==> src/rtl/beat_sequencer_if.sv <==
// Purpose: bundles the beat_sequencer control inputs and pulse/index outputs.
// Latency: none, wiring only.
// Backpressure: none; the outputs are free-running pulses with no ready signal.
interface beat_sequencer_if #(
    parameter int CNT_W  = 34,
    parameter int BEAT_W = 4,
    parameter int SUB_W  = 3
);
    logic              i_enable;
    logic              i_reload;
    logic              i_sync;
    logic [CNT_W-1:0]  i_period;
    logic [BEAT_W-1:0] i_beats_per_bar;
    logic [SUB_W-1:0]  i_subdiv;
    logic              o_beat;
    logic              o_accent;
    logic              o_sub;
    logic [BEAT_W-1:0] o_beat_idx;
    logic [SUB_W-1:0]  o_sub_idx;
    logic              o_busy;

    // Side that supplies tempo settings and consumes the beat pulses.
    modport master (
        output i_enable, i_reload, i_sync, i_period, i_beats_per_bar, i_subdiv,
        input  o_beat, o_accent, o_sub, o_beat_idx, o_sub_idx, o_busy
    );

    // The sequencer itself.
    modport slave (
        input  i_enable, i_reload, i_sync, i_period, i_beats_per_bar, i_subdiv,
        output o_beat, o_accent, o_sub, o_beat_idx, o_sub_idx, o_busy
    );
endinterface

==> src/rtl/beat_sequencer.sv <==
// Purpose: metronome engine emitting beat, bar-accent and subdivision pulses from a beat period.
// Latency: first beat CNT_W+1 cycles after a start/reload; all outputs registered (1 cycle).
// Backpressure: none; pulses are free-running and cannot be stalled by the consumer.
module beat_sequencer #(
    parameter int CNT_W  = 34,
    parameter int BEAT_W = 4,
    parameter int SUB_W  = 3
) (
    input  logic            i_clk,
    input  logic            i_reset_n,
    beat_sequencer_if.slave bus
);
    localparam int DC_W = (CNT_W > 2) ? $clog2(CNT_W) : 1;
    localparam logic [DC_W-1:0] DIV_LAST = DC_W'(CNT_W - 1);

    typedef enum logic [1:0] {
        ST_IDLE = 2'd0,
        ST_DIV  = 2'd1,
        ST_RUN  = 2'd2
    } state_t;

    state_t            state_q,    state_d;
    logic              en_prev_q,  en_prev_d;
    logic [CNT_W-1:0]  period_l_q, period_l_d;
    logic [BEAT_W-1:0] bpb_l_q,    bpb_l_d;
    logic [SUB_W-1:0]  sub_l_q,    sub_l_d;
    logic [DC_W-1:0]   div_cnt_q,  div_cnt_d;
    logic [SUB_W-1:0]  rem_q,      rem_d;
    // Holds the shifting dividend during DIV and the clamped ticks-per-sub result in RUN.
    logic [CNT_W-1:0]  quo_q,      quo_d;
    logic [CNT_W-1:0]  bc_q,       bc_d;
    logic [CNT_W-1:0]  sc_q,       sc_d;
    logic [BEAT_W-1:0] beat_idx_q, beat_idx_d;
    logic [SUB_W-1:0]  sub_idx_q,  sub_idx_d;
    logic              beat_q,     beat_d;
    logic              accent_q,   accent_d;
    logic              sub_q,      sub_d;
    logic              busy_q,     busy_d;

    logic [SUB_W:0]    rem_shift;
    logic [SUB_W:0]    rem_diff;
    logic              rem_ge;
    logic [CNT_W-1:0]  quo_shift;
    logic [CNT_W-1:0]  bc_inc;
    logic [CNT_W-1:0]  sc_inc;
    logic              bc_wrap;
    logic              bar_wrap;
    logic              tick_hit;
    logic              start;

    // Datapath helpers: one restoring-divide step plus counter wrap/tick detection.
    always_comb begin
        rem_shift = {rem_q, quo_q[CNT_W-1]};
        rem_ge    = (rem_shift >= {1'b0, sub_l_q});
        rem_diff  = rem_shift - {1'b0, sub_l_q};
        quo_shift = {quo_q[CNT_W-2:0], rem_ge};
        bc_inc    = bc_q + CNT_W'(1);
        sc_inc    = sc_q + CNT_W'(1);
        bc_wrap   = (bc_q == period_l_q - CNT_W'(1));
        bar_wrap  = (beat_idx_q == bpb_l_q - BEAT_W'(1));
        // The last tick of a beat never fires early; it soaks up the division remainder.
        tick_hit  = (sc_inc == quo_q) && (sub_idx_q < sub_l_q - SUB_W'(1));
        // Reload always restarts; otherwise only a fresh enable edge leaves IDLE.
        start     = bus.i_reload || ((state_q == ST_IDLE) && !en_prev_q);
    end

    // Next-state and registered-output logic; enable-low beats reload, reload beats sync.
    always_comb begin
        state_d    = state_q;
        en_prev_d  = bus.i_enable;
        period_l_d = period_l_q;
        bpb_l_d    = bpb_l_q;
        sub_l_d    = sub_l_q;
        div_cnt_d  = div_cnt_q;
        rem_d      = rem_q;
        quo_d      = quo_q;
        bc_d       = bc_q;
        sc_d       = sc_q;
        beat_idx_d = beat_idx_q;
        sub_idx_d  = sub_idx_q;
        beat_d     = 1'b0;
        accent_d   = 1'b0;
        sub_d      = 1'b0;
        busy_d     = 1'b0;

        if (!bus.i_enable) begin
            state_d    = ST_IDLE;
            bc_d       = '0;
            sc_d       = '0;
            beat_idx_d = '0;
            sub_idx_d  = '0;
        end else if (start) begin
            // Latch settings once; zero settings are treated as 1.
            state_d    = ST_DIV;
            period_l_d = (bus.i_period == '0) ? CNT_W'(1) : bus.i_period;
            bpb_l_d    = (bus.i_beats_per_bar == '0) ? BEAT_W'(1) : bus.i_beats_per_bar;
            sub_l_d    = (bus.i_subdiv == '0) ? SUB_W'(1) : bus.i_subdiv;
            quo_d      = (bus.i_period == '0) ? CNT_W'(1) : bus.i_period;
            rem_d      = '0;
            div_cnt_d  = '0;
            bc_d       = '0;
            sc_d       = '0;
            beat_idx_d = '0;
            sub_idx_d  = '0;
            busy_d     = 1'b1;
        end else begin
            case (state_q)
                ST_DIV: begin
                    rem_d = SUB_W'(rem_ge ? rem_diff : rem_shift);
                    if (div_cnt_q == DIV_LAST) begin
                        // Divide finished: enter RUN with a full beat/accent/sub pulse.
                        state_d    = ST_RUN;
                        quo_d      = (quo_shift == '0) ? CNT_W'(1) : quo_shift;
                        bc_d       = '0;
                        sc_d       = '0;
                        beat_idx_d = '0;
                        sub_idx_d  = '0;
                        beat_d     = 1'b1;
                        accent_d   = 1'b1;
                        sub_d      = 1'b1;
                    end else begin
                        div_cnt_d = div_cnt_q + DC_W'(1);
                        quo_d     = quo_shift;
                        busy_d    = 1'b1;
                    end
                end
                ST_RUN: begin
                    if (bus.i_sync) begin
                        bc_d       = '0;
                        sc_d       = '0;
                        beat_idx_d = '0;
                        sub_idx_d  = '0;
                        beat_d     = 1'b1;
                        accent_d   = 1'b1;
                        sub_d      = 1'b1;
                    end else if (bc_wrap) begin
                        // Beat boundary takes precedence over any pending sub tick.
                        bc_d       = '0;
                        sc_d       = '0;
                        sub_idx_d  = '0;
                        beat_idx_d = bar_wrap ? '0 : beat_idx_q + BEAT_W'(1);
                        beat_d     = 1'b1;
                        sub_d      = 1'b1;
                        accent_d   = bar_wrap;
                    end else if (tick_hit) begin
                        bc_d      = bc_inc;
                        sc_d      = '0;
                        sub_idx_d = sub_idx_q + SUB_W'(1);
                        sub_d     = 1'b1;
                    end else begin
                        bc_d = bc_inc;
                        sc_d = sc_inc;
                    end
                end
                default: begin
                    bc_d       = '0;
                    sc_d       = '0;
                    beat_idx_d = '0;
                    sub_idx_d  = '0;
                end
            endcase
        end
    end

    // State and output registers, cleared asynchronously by reset.
    always_ff @(posedge i_clk or negedge i_reset_n) begin
        if (!i_reset_n) begin
            state_q    <= ST_IDLE;
            en_prev_q  <= 1'b0;
            period_l_q <= CNT_W'(1);
            bpb_l_q    <= BEAT_W'(1);
            sub_l_q    <= SUB_W'(1);
            div_cnt_q  <= '0;
            rem_q      <= '0;
            quo_q      <= CNT_W'(1);
            bc_q       <= '0;
            sc_q       <= '0;
            beat_idx_q <= '0;
            sub_idx_q  <= '0;
            beat_q     <= 1'b0;
            accent_q   <= 1'b0;
            sub_q      <= 1'b0;
            busy_q     <= 1'b0;
        end else begin
            state_q    <= state_d;
            en_prev_q  <= en_prev_d;
            period_l_q <= period_l_d;
            bpb_l_q    <= bpb_l_d;
            sub_l_q    <= sub_l_d;
            div_cnt_q  <= div_cnt_d;
            rem_q      <= rem_d;
            quo_q      <= quo_d;
            bc_q       <= bc_d;
            sc_q       <= sc_d;
            beat_idx_q <= beat_idx_d;
            sub_idx_q  <= sub_idx_d;
            beat_q     <= beat_d;
            accent_q   <= accent_d;
            sub_q      <= sub_d;
            busy_q     <= busy_d;
        end
    end

    assign bus.o_beat     = beat_q;
    assign bus.o_accent   = accent_q;
    assign bus.o_sub      = sub_q;
    assign bus.o_beat_idx = beat_idx_q;
    assign bus.o_sub_idx  = sub_idx_q;
    assign bus.o_busy     = busy_q;
endmodule

==> src/flat_wrapper.sv <==
// flat-port wrapper written by rule: the top's interface ports become plain ports
module beat_sequencer_flat 
#(
    parameter int CNT_W  = 34,
    parameter int BEAT_W = 4,
    parameter int SUB_W  = 3
)
  (i_clk, i_reset_n, bus_i_enable, bus_i_reload, bus_i_sync, bus_i_period, bus_i_beats_per_bar, bus_i_subdiv, bus_o_beat, bus_o_accent, bus_o_sub, bus_o_beat_idx, bus_o_sub_idx, bus_o_busy);
  beat_sequencer_if #(.CNT_W(CNT_W), .BEAT_W(BEAT_W), .SUB_W(SUB_W)) bus_i ();
  input  logic i_clk;
  input  logic i_reset_n;
  input wire logic [$bits(bus_i.i_enable)-1:0] bus_i_enable;
  input wire logic [$bits(bus_i.i_reload)-1:0] bus_i_reload;
  input wire logic [$bits(bus_i.i_sync)-1:0] bus_i_sync;
  input wire logic [$bits(bus_i.i_period)-1:0] bus_i_period;
  input wire logic [$bits(bus_i.i_beats_per_bar)-1:0] bus_i_beats_per_bar;
  input wire logic [$bits(bus_i.i_subdiv)-1:0] bus_i_subdiv;
  output wire logic [$bits(bus_i.o_beat)-1:0] bus_o_beat;
  output wire logic [$bits(bus_i.o_accent)-1:0] bus_o_accent;
  output wire logic [$bits(bus_i.o_sub)-1:0] bus_o_sub;
  output wire logic [$bits(bus_i.o_beat_idx)-1:0] bus_o_beat_idx;
  output wire logic [$bits(bus_i.o_sub_idx)-1:0] bus_o_sub_idx;
  output wire logic [$bits(bus_i.o_busy)-1:0] bus_o_busy;
  assign bus_i.i_enable = bus_i_enable;
  assign bus_i.i_reload = bus_i_reload;
  assign bus_i.i_sync = bus_i_sync;
  assign bus_i.i_period = bus_i_period;
  assign bus_i.i_beats_per_bar = bus_i_beats_per_bar;
  assign bus_i.i_subdiv = bus_i_subdiv;
  assign bus_o_beat = bus_i.o_beat;
  assign bus_o_accent = bus_i.o_accent;
  assign bus_o_sub = bus_i.o_sub;
  assign bus_o_beat_idx = bus_i.o_beat_idx;
  assign bus_o_sub_idx = bus_i.o_sub_idx;
  assign bus_o_busy = bus_i.o_busy;
  beat_sequencer #(.CNT_W(CNT_W), .BEAT_W(BEAT_W), .SUB_W(SUB_W)) u_core (.i_clk(i_clk), .i_reset_n(i_reset_n), .bus(bus_i));
endmodule
==> config.mk <==
export PLATFORM = sky130hd
export DESIGN_NAME = beat_sequencer_flat
export DESIGN_NICKNAME = d
export VERILOG_FILES = /design/src/rtl/beat_sequencer_if.sv /design/src/rtl/beat_sequencer.sv /design/src/flat_wrapper.sv
export SDC_FILE = /design/constraint.sdc
export NUM_CORES = 1
export LEC_CHECK = 0
export BUFFER_PORTS_ARGS = -buffer_cell sky130_fd_sc_hd__buf_2
export CELL_PAD_IN_SITES_DETAIL_PLACEMENT = 0
export CELL_PAD_IN_SITES_GLOBAL_PLACEMENT = 1
export CORE_AREA = 2 2 162 164
export DETAILED_ROUTE_END_ITERATION = 6
export DIE_AREA = 0 0 164 166
export PLACE_DENSITY = 0.8
export SYNTH_ARGS = -nofsm -noshare
export SYNTH_HDL_FRONTEND = slang
export SYNTH_SLANG_ARGS = --single-unit
==> constraint.sdc <==
create_clock -name i_clk -period 3.5 [get_ports i_clk]
set_clock_uncertainty 0.15 [all_clocks]
set_input_delay 0.525 -clock i_clk [delete_from_list [all_inputs] [get_ports i_clk]]
set_output_delay 0.525 -clock i_clk [all_outputs]
set_load 0.02 [all_outputs]
==> results.rst <==
.. list-table::
   :header-rows: 1

   * - Metric
     - Value
   * - Share of Yosys cell area claimed by the top area cell type
     - 37.51%
   * - Final instance count without filler cells
     - 1700
   * - Status
     - finished, violations left
   * - Global route overflow
     - 0
   * - TNS Setup
     - -0.3549 ns
   * - TritonCTS clock tree
     - built
   * - Start-to-end type of the worst setup path
     - flip-flop to flip-flop
   * - # H-tree levels
     - 4
   * - Antenna violations before repair
     - 2
   * - Final count of pins violating max slew
     - 0
   * - Maximum fanout encountered on the critical timing path
     - 8
   * - Area Overhead vs Synth
     - 22.13%
   * - Overall routing resource usage
     - 25.18%
   * - Relative slew slack
     - 44.75%
   * - Sinks on the clock net
     - 166
   * - Data required time at the worst endpoint
     - 3.72 ns
   * - Via count of the first global-routing pass
     - 9650
   * - Post-route fraction of the period consumed by the critical path
     - 101.4%
   * - Clock latency reported for the late side of the worst-skew pair
     - 0.44 ns
   * - Maximum number of pins on one net before global-route repair
     - 72
   * - Sequential share of the synthesized area
     - 38.49%
   * - DRC violations left
     - 0
   * - Data arrival time of the critical path
     - 3.77 ns
   * - Final HPWL from detailed placement
     - 25.02 mm
   * - Sort of element at the end of the critical path
     - flip-flop
   * - Cell Chain, Critical Path
     - inv_1 -> ha_2 -> or4b_4 -> o311a_1 -> a31oi_1 -> a2111oi_4 -> and4b_2 -> buf_8 -> nor2_2 -> buf_4 -> a31oi_1 -> a31oi_1
   * - Max frequency
     - 281.9 MHz
   * - Post-Syn Area per Cell
     - 8.822 µm²
   * - Most used standard cell by instance count after synthesis
     - sky130_fd_sc_hd__dfrtp_1
   * - Worst hold path type
     - input port to flip-flop
   * - Number of nets in the layout
     - 1414
   * - Setup repair after global routing missed its margin
     - yes
   * - Syn Std Cell Area
     - 10810 µm²
   * - Placed cell count
     - 1651
   * - Commonest cells in the synthesized netlist
     - sky130_fd_sc_hd__dfrtp_1, sky130_fd_sc_hd__nand2_1, sky130_fd_sc_hd__o21ai_0, sky130_fd_sc_hd__xnor2_1, sky130_fd_sc_hd__nand3_1
   * - Number of enable-type register cells in the synthesized netlist
     - 0
   * - Layout Utilization
     - 51.52%
   * - Aggregate routed wire length
     - 35.16 mm
   * - Synth Net Count
     - 1289
   * - Gate count after technology mapping
     - 1225
   * - Number of fill cells in the layout
     - 2341
   * - Slowest stage delay, CP
     - 0.56 ns
   * - Leading cell types by total area after synthesis
     - sky130_fd_sc_hd__dfrtp_1, sky130_fd_sc_hd__xnor2_1, sky130_fd_sc_hd__nand2_1
   * - Gp weighted congestion
     - 0.9095
   * - Number of I/O port buffers
     - 56
   * - Worst IR Drop VDD
     - 0.3033 mV
   * - Routed wire per std cell
     - 20.68 µm
   * - Crit path top cell by count
     - sky130_fd_sc_hd__a31oi_1
   * - Share of layout cells above drive strength 1
     - 23.55%
   * - Failing checks
     - setup timing
   * - CP startpoint kind
     - flip-flop
   * - Total clock buffers created by CTS
     - 17
   * - Die area
     - 27220 µm²
   * - Maximum count of clock buffers along a single path
     - 2
   * - Min Tclk post-route
     - 3.548 ns
   * - Setup WS post-layout
     - -0.04779 ns
   * - Number of violations of the max-capacitance limit
     - 0
   * - Fraction of synthesis flops using an asynchronous set or reset pin
     - 100.0%
   * - Site Rows
     - 59
   * - Vert. Die Dim
     - 166 µm
   * - Count of pins on the block boundary
     - 57
   * - Detailed Routing Iterations Pass 1
     - 5
   * - Worst-Margin Slew
     - 0.8288 ns
   * - Number of library cell types mapped by synthesis
     - 80
   * - Number of synthesis warnings
     - 0
   * - Via density per instance
     - 6.038
   * - Antenna Violating Nets Remaining
     - 0
   * - Post-synthesis register bit count
     - 166
   * - Slowest CP cell
     - sky130_fd_sc_hd__nor2_2
   * - Final hold violation count
     - 0
   * - PwrDens
     - 397.6 nW/µm²
   * - Global-route wire length before repair
     - 53.96 mm
   * - Clock transition at path regs
     - 0.08 ns
   * - Most used flip-flop cell after synthesis
     - sky130_fd_sc_hd__dfrtp_1
   * - Standby leakage power
     - 5.284 nW
   * - Final setup viols
     - 21
   * - Die Span X
     - 164 µm
   * - Core area
     - 25620 µm²
   * - Initial core utilization
     - 42.19%
   * - Vias
     - 10270
   * - Root buffer cell
     - sky130_fd_sc_hd__clkbuf_16
   * - Violation count after the first detailed-routing iteration
     - 859
   * - Dominant cell type by area after synthesis
     - sky130_fd_sc_hd__dfrtp_1
   * - Hold slack
     - 0.1743 ns
## path summary, 6_finish.rpt
path,startpoint,end,slack [ns],cells past startpoint
worst max-delay path,u_core.period_l_q[1],u_core.sc_q[29],-0.05,12
worst min-delay path,bus_i_beats_per_bar[1],u_core.bpb_l_q[1],0.17,2
worst max register to register,u_core.period_l_q[1],u_core.sc_q[29],-0.05,12
worst min register to register,u_core.bpb_l_q[0],u_core.bpb_l_q[0],0.36,2
max in group asynchronous,i_reset_n,u_core.period_l_q[0],1.79,3
min in group asynchronous,i_reset_n,u_core.bpb_l_q[2],0.50,2
## critical path: cells and delay by family (launching register included)
family                   cells  cell delay, ns
adder cells (fa/ha/maj)      1            0.18
AO/OA/AOI/OAI                5            0.90
flip-flops                   1            0.39
AND/OR/NAND/NOR              3            1.39
buffers and inverters        3            0.45
## sequential cells by signal, summed over array words and instances (netlist names)
signal and flops:
u_core.bus.o_beat 1, u_core.rem_q 3, u_core.bus.o_busy 1, u_core.div_cnt_q 6
u_core.sub_l_q 3, u_core.bc_q 34, u_core.state_q 2, u_core.bus.o_sub 1
u_core.quo_q 34, u_core.sc_q 34, u_core.period_l_q 34, u_core.bpb_l_q 4
u_core.bus.o_sub_idx 3, u_core.en_prev_q 1, u_core.bus.o_beat_idx 4, u_core.bus.o_accent 1
## layout by cell type, fill, tap and decap left out, types with 8 or more instances in the layout
cell type,instances
sky130_fd_sc_hd__buf_6,9
sky130_fd_sc_hd__nor2_1,47
sky130_fd_sc_hd__nor2b_1,8
sky130_fd_sc_hd__xor2_1,34
sky130_fd_sc_hd__nand4_1,39
sky130_fd_sc_hd__o21ai_2,8
sky130_fd_sc_hd__a21oi_1,34
sky130_fd_sc_hd__o21ai_1,18
sky130_fd_sc_hd__a31oi_1,45
sky130_fd_sc_hd__clkbuf_16,21
sky130_fd_sc_hd__dfrtp_1,162
sky130_fd_sc_hd__nor3_1,42
sky130_fd_sc_hd__and3_1,15
sky130_fd_sc_hd__and2_1,10
sky130_fd_sc_hd__a22oi_1,31
sky130_fd_sc_hd__ha_1,16
sky130_fd_sc_hd__or3_1,18
sky130_fd_sc_hd__buf_2,55
sky130_fd_sc_hd__xnor2_1,68
sky130_fd_sc_hd__mux2_2,39
sky130_fd_sc_hd__o21ai_0,62
sky130_fd_sc_hd__buf_4,104
sky130_fd_sc_hd__and4_1,11
sky130_fd_sc_hd__nand3_1,58
sky130_fd_sc_hd__nand2_1,129
sky130_fd_sc_hd__inv_1,33
sky130_fd_sc_hd__nand2b_1,10
sky130_fd_sc_hd__nor4_1,33
sky130_fd_sc_hd__mux2i_1,12
sky130_fd_sc_hd__or4_1,19
## power breakdown
| group | switching (mW) | leakage (nW) | internal, mW |
|---|---|---|---|
| combinational | 0.558 | 2.82 | 0.472 |
| clock | 0.976 | 0.293 | 0.972 |
| sequential | 0.207 | 2.17 | 2.06 |
| total | 1.74 | 5.28 | 3.51 |
## through the flow
step / power, mW / instance area (µm²) / setup slack [ns]
after floorplan: 2.871 / 10810 / 0.09460
after global placement: 3.252 / 12100 / -0.2414
after detailed placement: 3.268 / 12100 / -0.2295
after CTS: 5.223 / 12740 / 0.006225
after global routing: 5.479 / 13190 / -0.1772
final: 5.247 / 13200 / -0.04779
## what timing repair did
item                                    in CTS  in global routing
gates resized for setup                      7                 68
pin swaps                                    2                 40
setup buffers                                1                  6
endpoints found under the setup margin      70                 77
endpoints found under the hold margin       54                  0
hold buffers                                 1                  0
cloned                                       0                  8
## layer usage
metal	part of all wire [%]	wire, µm	up-vias	track usage (%)
met2	46	16090	330	38.51
met5	0	0	-	0
li1	-	-	4824	-
met4	2.5	867	0	7.971
met3	5.7	1995	64	3.746
met1	46	16200	5047	36.65
## cell families after synthesis
kind of cell | count (synthesis) | share of synthesized area [%]
buf+inv | 107 | 4.052
simple gates | 492 | 24.42
fa+ha+maj | 18 | 2.153
xor+xnor | 103 | 8.348
mux | 52 | 5.280
flops | 166 | 38.49
compound gates | 287 | 17.26
## final cells by class
type	instances	area [µm²]	area share, %
repair buffers	178	1358	10.29
clock inverters	15	182.7	1.384
diodes	2	5.005	0.03792
flip-flops and latches	166	4159	31.51
well taps	335	419.2	3.176
inverters	33	123.9	0.9386
multi-input cells	954	6525	49.44
clock buffers	17	425.4	3.223
Power figures use the tool's default switching activity.
